[config.mk]
export PLATFORM = sky130hd
export DESIGN_NAME = round_robin_arbiter
export DESIGN_NICKNAME = d
export VERILOG_FILES = /design/src/rtl/round_robin_arbiter_pkg.sv /design/src/rtl/first_one.sv /design/src/rtl/round_robin_arbiter.sv
export SDC_FILE = /design/constraint.sdc
export NUM_CORES = 1
export LEC_CHECK = 0
export BUFFER_PORTS_ARGS = -buffer_cell sky130_fd_sc_hd__buf_4
export CORE_MARGIN = 3
export CORE_UTILIZATION = 53
export DETAILED_ROUTE_END_ITERATION = 16
export GPL_TIMING_DRIVEN = 1
export HOLD_SLACK_MARGIN = 0.06
export PLACE_DENSITY = 0.76
export REMOVE_ABC_BUFFERS = 1
export SLEW_MARGIN = 5
export SYNTH_ARGS = -nofsm -noshare
export SYNTH_HDL_FRONTEND = slang
export SYNTH_HIERARCHICAL = 1
export SYNTH_SLANG_ARGS = --single-unit
[constraint.sdc]
create_clock -name clock -period 2.1 [get_ports clock]
set_input_delay 0.105 -clock clock [delete_from_list [all_inputs] [get_ports clock]]
set_output_delay 0.105 -clock clock [all_outputs]
set_load 0.02 [all_outputs]
[src/rtl/round_robin_arbiter_pkg.sv]
// Shared types and helpers for the round-robin arbiter.
// Helpers work on 32-bit vectors; callers size the results to their own width.
package round_robin_arbiter_pkg;

  typedef enum logic {IDLE, GRANTED} state_t;

  localparam int unsigned MaxRequesters = 32;

  // Binary index of a one-hot vector (zero for an all-zero input).
  function automatic logic [31:0] onehot_to_index(logic [31:0] onehot);
    logic [31:0] index;
    index = '0;
    for (int unsigned i = 0; i < MaxRequesters; i++) begin
      if (onehot[i]) begin
        index = index | 32'(i);
      end
    end
    return index;
  endfunction

  // Eligibility mask after serving 'index': only bits strictly above it remain set.
  function automatic logic [31:0] mask_above(logic [31:0] index);
    return ~((32'd2 << index) - 32'd1);
  endfunction

endpackage

[src/rtl/first_one.sv]
// Isolates the lowest set bit of a vector as a one-hot result.
// "small" is a ripple scan, "fast" uses the two's-complement trick.
module first_one #(
  parameter int unsigned WIDTH   = 4,
  parameter string       VARIANT = "fast"
) (
  input  logic [WIDTH-1:0] bits,
  output logic [WIDTH-1:0] first
);

  if (VARIANT == "small") begin : g_small
    always_comb begin
      logic found;
      first = '0;
      found = 1'b0;
      for (int unsigned i = 0; i < WIDTH; i++) begin
        if (bits[i] && !found) begin
          first[i] = 1'b1;
          found    = 1'b1;
        end
      end
    end
  end else begin : g_fast
    assign first = bits & (~bits + WIDTH'(1));
  end

endmodule

[src/rtl/round_robin_arbiter.sv]
// Registered round-robin arbiter with a locked grant released by a valid/ready handshake.
// A masked first_one pass gives rotating priority; the raw pass handles wrap-around.
module round_robin_arbiter
  import round_robin_arbiter_pkg::*;
#(
  parameter int unsigned REQUESTERS  = 4,
  parameter string       VARIANT     = "fast",
  parameter int unsigned INDEX_WIDTH = $clog2(REQUESTERS)
) (
  input  logic                   clock,
  input  logic                   reset,
  input  logic [REQUESTERS-1:0]  requests,
  output logic [REQUESTERS-1:0]  grant,
  output logic [INDEX_WIDTH-1:0] grant_index,
  output logic                   grant_valid,
  input  logic                   grant_ready
);

  state_t                 state;
  logic [REQUESTERS-1:0]  mask;
  logic [REQUESTERS-1:0]  eff_mask;
  logic [REQUESTERS-1:0]  candidates;
  logic [REQUESTERS-1:0]  masked;
  logic [REQUESTERS-1:0]  pick_masked;
  logic [REQUESTERS-1:0]  pick_raw;
  logic [REQUESTERS-1:0]  next_grant;
  logic [INDEX_WIDTH-1:0] next_index;
  logic                   transfer;

  // On a transfer the selection already uses the rotated mask, so the
  // requester just served is lowest priority for the back-to-back grant.
  always_comb begin
    transfer   = grant_valid & grant_ready;
    candidates = transfer ? (requests & ~grant) : requests;
    eff_mask   = transfer ? REQUESTERS'(mask_above(32'(grant_index))) : mask;
    masked     = candidates & eff_mask;
    next_grant = (|masked) ? pick_masked : pick_raw;
    next_index = INDEX_WIDTH'(onehot_to_index(32'(next_grant)));
  end

  first_one #(
    .WIDTH   (REQUESTERS),
    .VARIANT (VARIANT)
  ) u_first_masked (
    .bits  (masked),
    .first (pick_masked)
  );

  first_one #(
    .WIDTH   (REQUESTERS),
    .VARIANT (VARIANT)
  ) u_first_raw (
    .bits  (candidates),
    .first (pick_raw)
  );

  always_ff @(posedge clock or posedge reset) begin
    if (reset) begin
      state       <= IDLE;
      mask        <= '1;
      grant       <= '0;
      grant_index <= '0;
      grant_valid <= 1'b0;
    end else begin
      if (transfer) begin
        mask <= eff_mask;
      end
      case (state)
        IDLE: begin
          if (|candidates) begin
            grant       <= next_grant;
            grant_index <= next_index;
            grant_valid <= 1'b1;
            state       <= GRANTED;
          end
        end
        GRANTED: begin
          if (transfer) begin
            if (|candidates) begin
              grant       <= next_grant;
              grant_index <= next_index;
            end else begin
              grant       <= '0;
              grant_index <= '0;
              grant_valid <= 1'b0;
              state       <= IDLE;
            end
          end
        end
      endcase
    end
  end

endmodule

# After elaboration in Yosys (flattened, before gate mapping)
# Cells that the tools add are included.
dict set report totals {
  ff_bits 12
  mem_bits_ro 0
  input_bits 7
  ramBits 0
  latch_bits 0
  n_memories 0
  out_inout_bits 7
  elab_cells 47
}
dict set report op_classes {
  n_bitwise 10
  div_mod_pow 0
  addsub 3
  n_shift 1
  magnitude_cmp 0
  mul 0
  n_reduce_logical 4
  n_mux 21
  eq_ne 3
}
# cell count
set ops {}
lappend ops {{$mux W4} 6}
lappend ops {{$and A4 B4 Y4} 4}
lappend ops {{$not A4 Y4} 4}
lappend ops {{$mux W2} 5}
lappend ops {{$add A4 B1 Y4 const B} 2}
lappend ops {{$pmux W4 S2} 1}
lappend ops {{$reduce_or A4 Y1} 2}
lappend ops {{$mux W1} 6}
lappend ops {{$ne A2 B2 Y1 const B} 2}
lappend ops {{$pmux W1 S2} 2}
lappend ops {{$pmux W2 S2} 1}
lappend ops {{$shl A2 B2 Y4 const A} 1}
lappend ops {{$sub A4 B1 Y4 const B} 1}
lappend ops {{$reduce_and A3 Y1} 1}
lappend ops {{$ne A2 B1 Y1 const B} 1}
lappend ops {{$reduce_and A2 Y1} 1}
lappend ops {{$and A1 B1 Y1} 1}
lappend ops {{$not A1 Y1} 1}

# Longest topological paths before layout
# Gate-level depths: netlist (run 1).
dict set report depth {
  ltp_word 15
  mapped_depth 9
  mapped_depth_nobuf 7
}

# Hierarchy
# Netlist (run 1), hierarchy kept.
# mod cells_each seq_area_each_um2 area_each_um2 n_inst
set modules_own_cells {}
lappend modules_own_cells {round_robin_arbiter 75 305.3 747.0 1}
lappend modules_own_cells {first_one 4 0.0 36.3 2}

# Least setup slack after synthesis (run 1)
# No wires, ideal clock.
dict set report synth_timing {
  path_type {register to register}
  from {reg grant_valid}
  to {reg grant_index[1]}
  period_less_slack_ns 1.914
  path_stages_with_launch 9
  setup_time_ns 0.087
  arrival_ns 1.827
  setup_slack_ns 0.186
  required_time_ns 2.013
  path_buffers 1
  path_cell_list {dfrtp_1 buf_6 and4bb_2 o211ai_2 inv_1 nor4b_2 o211ai_1 mux2_4 o211ai_1}
}
dict set report synth_between {
  word_cells_on_any_way 22
  classes_between {2 x add/sub; 2 x eq/ne; 9 x mux; 6 x bitwise; 3 x reduce/logical}
}
# element line_no
set synth_lines {}
lappend synth_lines {{start, declared} round_robin_arbiter.sv:15} ;# output logic grant_valid,
lappend synth_lines {{start signal, assigned} round_robin_arbiter.sv:63} ;# grant_valid <= 1'b0;
lappend synth_lines {{start signal, assigned} round_robin_arbiter.sv:73} ;# grant_valid <= 1'b1;
lappend synth_lines {{start signal, assigned} round_robin_arbiter.sv:85} ;# grant_valid <= 1'b0;
lappend synth_lines {{$and A1 B1 Y1 (*)} round_robin_arbiter.sv:33} ;# transfer = grant_valid & grant_ready;
lappend synth_lines {{$mux W4, on equally long branches} {round_robin_arbiter.sv:34, round_robin_arbiter.sv:35}}
lappend synth_lines {{$and A4 B4 Y4 (*)} round_robin_arbiter.sv:36} ;# masked = candidates & eff_mask;
lappend synth_lines {{named net masked[1]} round_robin_arbiter.sv:23} ;# logic [REQUESTERS-1:0] masked;
lappend synth_lines {{$not A4 Y4 (*)} first_one.sv:24} ;# assign first = bits & (~bits + WIDTH'(1));
lappend synth_lines {{$add A4 B1 Y4 (*)} first_one.sv:24}
lappend synth_lines {{$and A4 B4 Y4 (*)} first_one.sv:24}
lappend synth_lines {{named net pick_masked[3]} round_robin_arbiter.sv:24} ;# logic [REQUESTERS-1:0] pick_masked;
lappend synth_lines {{$mux W4 (*)} round_robin_arbiter.sv:37} ;# next_grant = (|masked) ? pick_masked : pick_raw;
lappend synth_lines {{$mux W2 (*)} round_robin_arbiter_pkg.sv:14} ;# if (onehot[i]) begin
lappend synth_lines {{$mux W2} round_robin_arbiter.sv:79} ;# if (|candidates) begin
lappend synth_lines {{$mux W2} round_robin_arbiter.sv:78} ;# if (transfer) begin
lappend synth_lines {{$pmux W2 S2 (*)} round_robin_arbiter.sv:68} ;# case (state)
lappend synth_lines {{end signal, assigned} round_robin_arbiter.sv:72} ;# grant_index <= next_index;
lappend synth_lines {{end signal, assigned} round_robin_arbiter.sv:81} ;# grant_index <= next_index;
lappend synth_lines {{end, declared} round_robin_arbiter.sv:14} ;# output logic [INDEX_WIDTH-1:0] grant_index,
# The timed path passes the listed nets; every way through them passes the cells marked *. The select of a mux whose other input is x is not followed.
# A chain may end at the register's enable or synchronous reset.

# Worst setup path after layout (run 1)
# Ends and elaborated chain as after synthesis.

==> flow_summary.json, run 1 <==
{
  "fmax_mhz": 515,
  "r2r-end": "grant_index[1]",
  "synth_edf_count": 0,
  "finalHoldViolCount": 0,
  "drtIter0Drc": 21,
  "drc": 0,
  "grt_usage_pct": 21.8,
  "grt_pass1_vias": 664,
  "yosys.area_share.xor_xnor_pct": 0,
  "yosysSeqAreaShare_pct": 37.3,
  "final_antenna_net_count": 0,
  "synth_area_leaders": "dfrtp_1, dfstp_2, nand2_1",
  "synthArstFlopShare_pct": 100,
  "syn2layout_area_growth_pct": 16.3,
  "finalCriticalPeriod_ns": 1.94,
  "wl_per_cell_um": 15.9,
  "crit_top_cell": "o211ai_1",
  "ys_seq_elements": 12,
  "dp_cells": 108,
  "finalCritPeriodShare_pct": 92.4,
  "die_w_um": 45.3,
  "utilization_pct": 69.0,
  "grt_max_degree": 13,
  "synthCells": 83,
  "nets": 106,
  "worst_ep_required_time_ns": 2.31,
  "ir_drop_uv": 450,
  "die_h_um": 45.3,
  "fillers": 117,
  "vias": 678,
  "synth_top_area_share_pct": 24.4,
  "root_buffer": "clkbuf_4",
  "cts_buffers": 3,
  "grt-ovfl-total": 0,
  "synth_compound_gate_area_share_pct": 21.4,
  "synth_top_family_by_area": "simple AND/OR/NAND/NOR gates",
  "cp-end-kind": "register",
  "cts_num_sinks": 12,
  "grt_antenna_before_repair": 0,
  "core.rowCount": 13,
  "tightest_slew_ns": 0.478,
  "cts_tree": "yes",
  "synth_top_area_cell": "dfrtp_1",
  "synth.area.mux_share_pct": 5.50,
  "yosys.area_share.simple_pct": 28.1,
  "r2r_cells": 7,
  "reg2reg_from": "grant_valid",
  "numPortBuffers": 13,
  "synth_ff_type": "dfrtp_1",
  "htree_num_levels": 1,
  "hpwl_um": 1370,
  "min_from": "grant_ready",
  "avgSynthCellArea_sq_um": 9.87,
  "p_leak_nw": 0.429,
  "worst_slack_ns": 0.159,
  "multi_input_area_sq_um": 450,
  "dp_slack_ns": 0.161,
  "cts_max_path_buffers": 2,
  "clkLatencyLatePin_ns": 0.28,
  "finalPower_uw": 545,
  "fin_skew_ns": 0.0106,
  "yosysWarnings": 6,
  "tns_ns": 0,
  "rsz0062_at_grt": "false",
  "place_area_sq_um": 906,
  "cp_max_fo": 11,
  "hold_end": "mask[2]",
  "n_antenna_cell": 0,
  "fin_area_sq_um": 953,
  "synth_area_sq_um": 820,
  "seq_area_sq_um": 307,
  "worst_setup_path_start_kind": "register",
  "slew-limit-headroom_pct": 68.1,
  "synth_cell_type_count": 35,
  "path_cells": "and4bb_2 > o211ai_2 > inv_1 > nor4b_2 > o211ai_1 > mux2_4 > o211ai_1",
  "synthAdderAreaFrac_pct": 0,
  "fin_cells": 113,
  "slew_viol_final": 0,
  "critPathMaxStageDelay_ns": 0.47,
  "maxCapViolCount": 0,
  "die-area_sq_um": 2050,
  "whs_ns": 0.160,
  "p_per_area_nw_per_um2": 572,
  "initial_utilization_pct": 59.3,
  "min_path_type": "in2reg",
  "min_path_cells": 3,
  "post_cts_buffers": 0,
  "setup_violations": 0,
  "grt_first_pass_wirelength_um": 3080,
  "drive_gt1_share_pct": 33.7,
  "place.gp.congestion": 0.862,
  "clk_pin_slew_ns": 0.09,
  "synth_common_cells": "nand2_1, dfrtp_1, inv_1",
  "status": "completed",
  "synth.most_common_cell": "nand2_1",
  "io_pins": 14,
  "viasPerCell": 6.00,
  "r2r_slack_ns": 0.16,
  "core_area_sq_um": 1380,
  "wirelength_um": 1800,
  "worst-setup-path-type": "reg2reg",
  "drtPass1Iterations": 4,
  "cpMaxStageDelayCell": "dfrtp_2",
  "cp_data_arrival_time_ns": 2.15
}
cell type report:
| type | count | share of cell area [%] |
|---|---|---|
| timing repair buffer | 15 | 12.1 |
| inverter | 7 | 2.76 |
| clock buffer | 4 | 3.81 |
| tap | 15 | 1.97 |
| sequential | 12 | 32.2 |
| multi-input combinational | 60 | 47.2 |
registers in the layout, summed over array words and instances, names as in the netlist:
register and cells:
state 1, grant_index 2, grant 4, mask 4, grant_valid 1
kinds of logic after synthesis:
family                 after synthesis
buffers and inverters               11
muxes                                4
DFF                                 12
and+or+nand+nor                     35
AOI/OAI and AO/OA                   21
routing by layer:
| metal | GRT usage (%) | wire length [um] | vias up |
|---|---|---|---|
| li1 | - | - | 329 |
| met1 | 28.9 | 869 | 327 |
| met2 | 31.4 | 843 | 22 |
| met3 | 7.17 | 89 | 0 |
| met4 | 11.1 | 0 | 0 |
| met5 | 0 | 0 | - |
layout by cell type (no fill, tap or decap), types with 2 or more instances in the layout:
cell type	instances
nor3b_1	2
or2_1	2
mux2i_1	3
dfrtp_1	7
dfstp_2	4
a21boi_0	2
a21boi_1	2
nand3_1	3
o211ai_1	4
and2_1	2
clkbuf_4	3
inv_1	7
nor2_1	2
a21oi_1	2
nor4b_2	2
nand2b_1	3
buf_4	14
o21ai_1	3
nor2b_1	2
nand2_1	11
critical path, delay by kind of cell, from the launching register on:
kind	cells	cell delay [ns]
simple gates	2	0.57
flops	1	0.47
compound gates	3	0.42
mux	1	0.29
buf+inv	1	0.11
repair_timing:
item | in CTS | in global routing
gates resized for setup | 0 | 1
setup endpoints to repair | 0 | 2
endpoints found under the hold margin | 8 | 0
hold buffers | 1 | 0
report_power, final:
| group | switching (mW) | leakage (nW) | internal, mW |
|---|---|---|---|
| clock | 0.0859 | 0.0210 | 0.106 |
| combinational | 0.0518 | 0.268 | 0.0458 |
| sequential | 0.0108 | 0.140 | 0.246 |
worst max path at each step:
stage	depth (start not counted)	startpoint	endpoint
after CTS	7	grant_valid	grant_index[1]
after global placement	7	grant_valid	grant_index[1]
after global routing	7	grant_valid	grant_index[1]
after floorplan	7	grant_valid	grant_index[1]
after detailed placement	7	grant_valid	grant_index[1]
final	7	grant_valid	grant_index[1]
No activity file was read; power rests on OpenSTA's default activity.
==> inputs of run 2 (changes only) <==
--- a/config.mk
+++ b/config.mk
@@ -7,7 +7,7 @@
 export LEC_CHECK = 0
 export BUFFER_PORTS_ARGS = -buffer_cell sky130_fd_sc_hd__buf_4
 export CORE_MARGIN = 3
-export CORE_UTILIZATION = 53
+export CORE_UTILIZATION = 52
 export DETAILED_ROUTE_END_ITERATION = 16
 export GPL_TIMING_DRIVEN = 1
 export HOLD_SLACK_MARGIN = 0.06
@@ -16,5 +16,4 @@
 export SLEW_MARGIN = 5
 export SYNTH_ARGS = -nofsm -noshare
 export SYNTH_HDL_FRONTEND = slang
-export SYNTH_HIERARCHICAL = 1
 export SYNTH_SLANG_ARGS = --single-unit
==> run 2 against run 1 <==
Worst hold slack gained 0.031 ns. Critical path depth down 3. Worst setup slack improved by 0.10 ns. Clock-buffer cell count down 1. Global-route usage decreased by 0.63 points. Routed wire length shrank 0.78%. Synthesized area fell by 12%. Largest cell class unchanged. Core utilization rose by 2.1 points. Register-to-register slack gained 0.10 ns. Combinational power increased to 4.2 times the previous value. Sequential share of layout area grew 3.6 points.
==> flow_summary.json, run 2 <==
{
  "cp_data_arrival_time_ns": 1.99,
  "viasPerCell": 6.73,
  "synth.most_common_cell": "dfrtp_1",
  "multi_input_area_sq_um": 382,
  "critPathMaxStageDelay_ns": 0.58,
  "die-area_sq_um": 1880,
  "n_antenna_cell": 0,
  "core.rowCount": 12,
  "slew_viol_final": 0,
  "synthArstFlopShare_pct": 100,
  "synth_edf_count": 0,
  "fin_area_sq_um": 853,
  "r2r_slack_ns": 0.26,
  "crit_buf_inv": 0,
  "nets": 98,
  "fmax_mhz": 544,
  "final_antenna_net_count": 0,
  "place.gp.congestion": 0.951,
  "setup_violations": 0,
  "dp_cells": 99,
  "slew-limit-headroom_pct": 64.0,
  "grt-ovfl-total": 0,
  "dp_slack_ns": 0.297,
  "r2r_cells": 4,
  "drtPass1Iterations": 4,
  "ys_seq_elements": 12,
  "cts_num_sinks": 12,
  "drive_gt1_share_pct": 30.3,
  "cts_tree": "yes",
  "worst_setup_path_start_kind": "register",
  "place_area_sq_um": 821,
  "p_int_uw": 587,
  "ir_drop_uv": 636,
  "fillers": 96,
  "fin_skew_ns": 0.00144,
  "synthCells": 75,
  "die_h_um": 43.3,
  "wirelength_um": 1790,
  "tightest_slew_ns": 0.540,
  "avgSynthCellArea_sq_um": 9.66,
  "grt_antenna_before_repair": 0,
  "p_per_area_nw_per_um2": 1130,
  "io_pins": 14,
  "top_regs": "grant: 4 flops, mask: 4 flops, grant_index: 2 flops",
  "mostFrequentLayoutCells": "buf_4, dfrtp_1, a21oi_1",
  "synth_area_sq_um": 724,
  "yosysSeqAreaShare_pct": 42.1,
  "htree_num_levels": 1,
  "power_frac_seq_pct": 43.1,
  "cp-end-kind": "register",
  "final_common_cell": "buf_4",
  "finalHoldViolCount": 0,
  "r2r-end": "grant_index[0]",
  "drc": 0,
  "utilization_pct": 71.0,
  "synth_top_area_cell": "dfrtp_1",
  "synth_ff_type": "dfrtp_1",
  "worst-setup-path-type": "reg2reg",
  "fin_cells": 103,
  "vias": 693,
  "yosysWarnings": 0,
  "worst_slack_ns": 0.263,
  "cts_buffers": 3,
  "numPortBuffers": 13,
  "cp_max_fo": 7,
  "worst_ep_required_time_ns": 2.26,
  "synth_common_cells": "dfrtp_1, a21oi_1, nand2_1",
  "min_from": "requests[3]",
  "path_cells": "or4b_4 > a22oi_2 > nor4_1 > a211o_1",
  "grt_max_degree": 13,
  "grt_pass1_vias": 641,
  "hpwl_um": 1320,
  "syn2layout_area_growth_pct": 17.8,
  "whs_ns": 0.191,
  "seq_area_sq_um": 305,
  "finalCritPeriodShare_pct": 87.5,
  "netSwitchingFraction_pct": 39.2,
  "synth_cell_type_count": 36,
  "synth_area_leaders": "dfrtp_1, dfstp_2, a21oi_1",
  "grt_first_pass_wirelength_um": 3040,
  "clk_pin_slew_ns": 0.07,
  "grt_usage_pct": 21.1,
  "min_path_type": "in2reg",
  "p_leak_nw": 0.395,
  "tns_ns": 0,
  "status": "completed",
  "root_buffer": "clkbuf_4",
  "cpMaxStageDelayCell": "or4b_4",
  "rsz0062_at_grt": "false",
  "reg2reg_from": "grant_index[1]",
  "maxCapViolCount": 0,
  "die_w_um": 43.3,
  "core_area_sq_um": 1200,
  "finalCriticalPeriod_ns": 1.84,
  "cp_top_family": "simple AND/OR/NAND/NOR gates",
  "initial_utilization_pct": 60.3,
  "finalPower_uw": 966,
  "p_sw_uw": 379,
  "ctsResizeCount": 0,
  "pwr-share-clk_pct": 14.7,
  "min_path_cells": 3,
  "combPwrFrac_pct": 42.3,
  "cts_max_path_buffers": 2,
  "clkLatencyLatePin_ns": 0.27,
  "synth_top_area_share_pct": 27.6,
  "wl_per_cell_um": 17.4,
  "drtIter0Drc": 43,
  "hold_end": "state"
}
-- run 2: area by class of cell --
class                   instances  share of cell area [%]
clock buffers                   3                    2.64
multi-input cells              55                    44.7
flip-flops and latches         12                    35.8
well taps                      14                    2.05
repair buffers                 14                    12.6
inverters                       5                    2.20
-- run 2: power groups by stage --
stage	sequential, mW	combinational (mW)	clock, mW
6_report	0.416	0.409	0.142
4_1_cts	0.413	0.408	0.143
5_1_grt	0.429	0.443	0.154
2_1_floorplan	0.461	0.202	0
3_5_place_dp	0.417	0.405	0
3_3_place_gp	0.415	0.401	0
-- run 2: how the worst max path moves through the flow --
stage              startpoint             end  slack [ns]  cells past startpoint
2_1_floorplan  grant_index[1]  grant_index[0]        0.37                      4
3_3_place_gp   grant_index[1]  grant_index[0]        0.33                      4
3_5_place_dp   grant_index[1]  grant_index[0]        0.30                      4
4_1_cts        grant_index[1]  grant_index[0]        0.28                      4
5_1_grt           grant_valid  grant_index[0]        0.09                      5
6_report       grant_index[1]  grant_index[0]        0.26                      4
-- run 2: routing by layer --
metal | vias up | part of all wire (%) | global-route usage [%]
met5 | - | 0 | 0
met2 | 35 | 46 | 33.0
met1 | 333 | 45 | 30.5
met3 | 3 | 8.2 | 4.24
li1 | 322 | - | -
met4 | 0 | 0.89 | 3.61
-- run 2: logic make-up (layout without fill, tap and decap cells) --
logic type | count (synthesis) | in the layout | share of synthesized area (%)
AOI/OAI and AO/OA | 32 | 32 | 33.9
and+or+nand+nor | 23 | 23 | 18.8
buffers and inverters | 8 | 22 | 5.18
DFF | 12 | 12 | 42.1
-- run 2: worst reg2reg max path, delay by kind of cell, from the launching register on --
family / cells / cell delay [ns]
compound gates: 2 / 0.55
simple gates: 2 / 0.70
flops: 1 / 0.48
-- run 2: what timing repair did --
| action | 4_1_cts | 5_1_grt |
|---|---|---|
| buffers inserted | 0 | 0 |
| hold endpoints to repair | 8 | 0 |
| hold buffers | 1 | 0 |
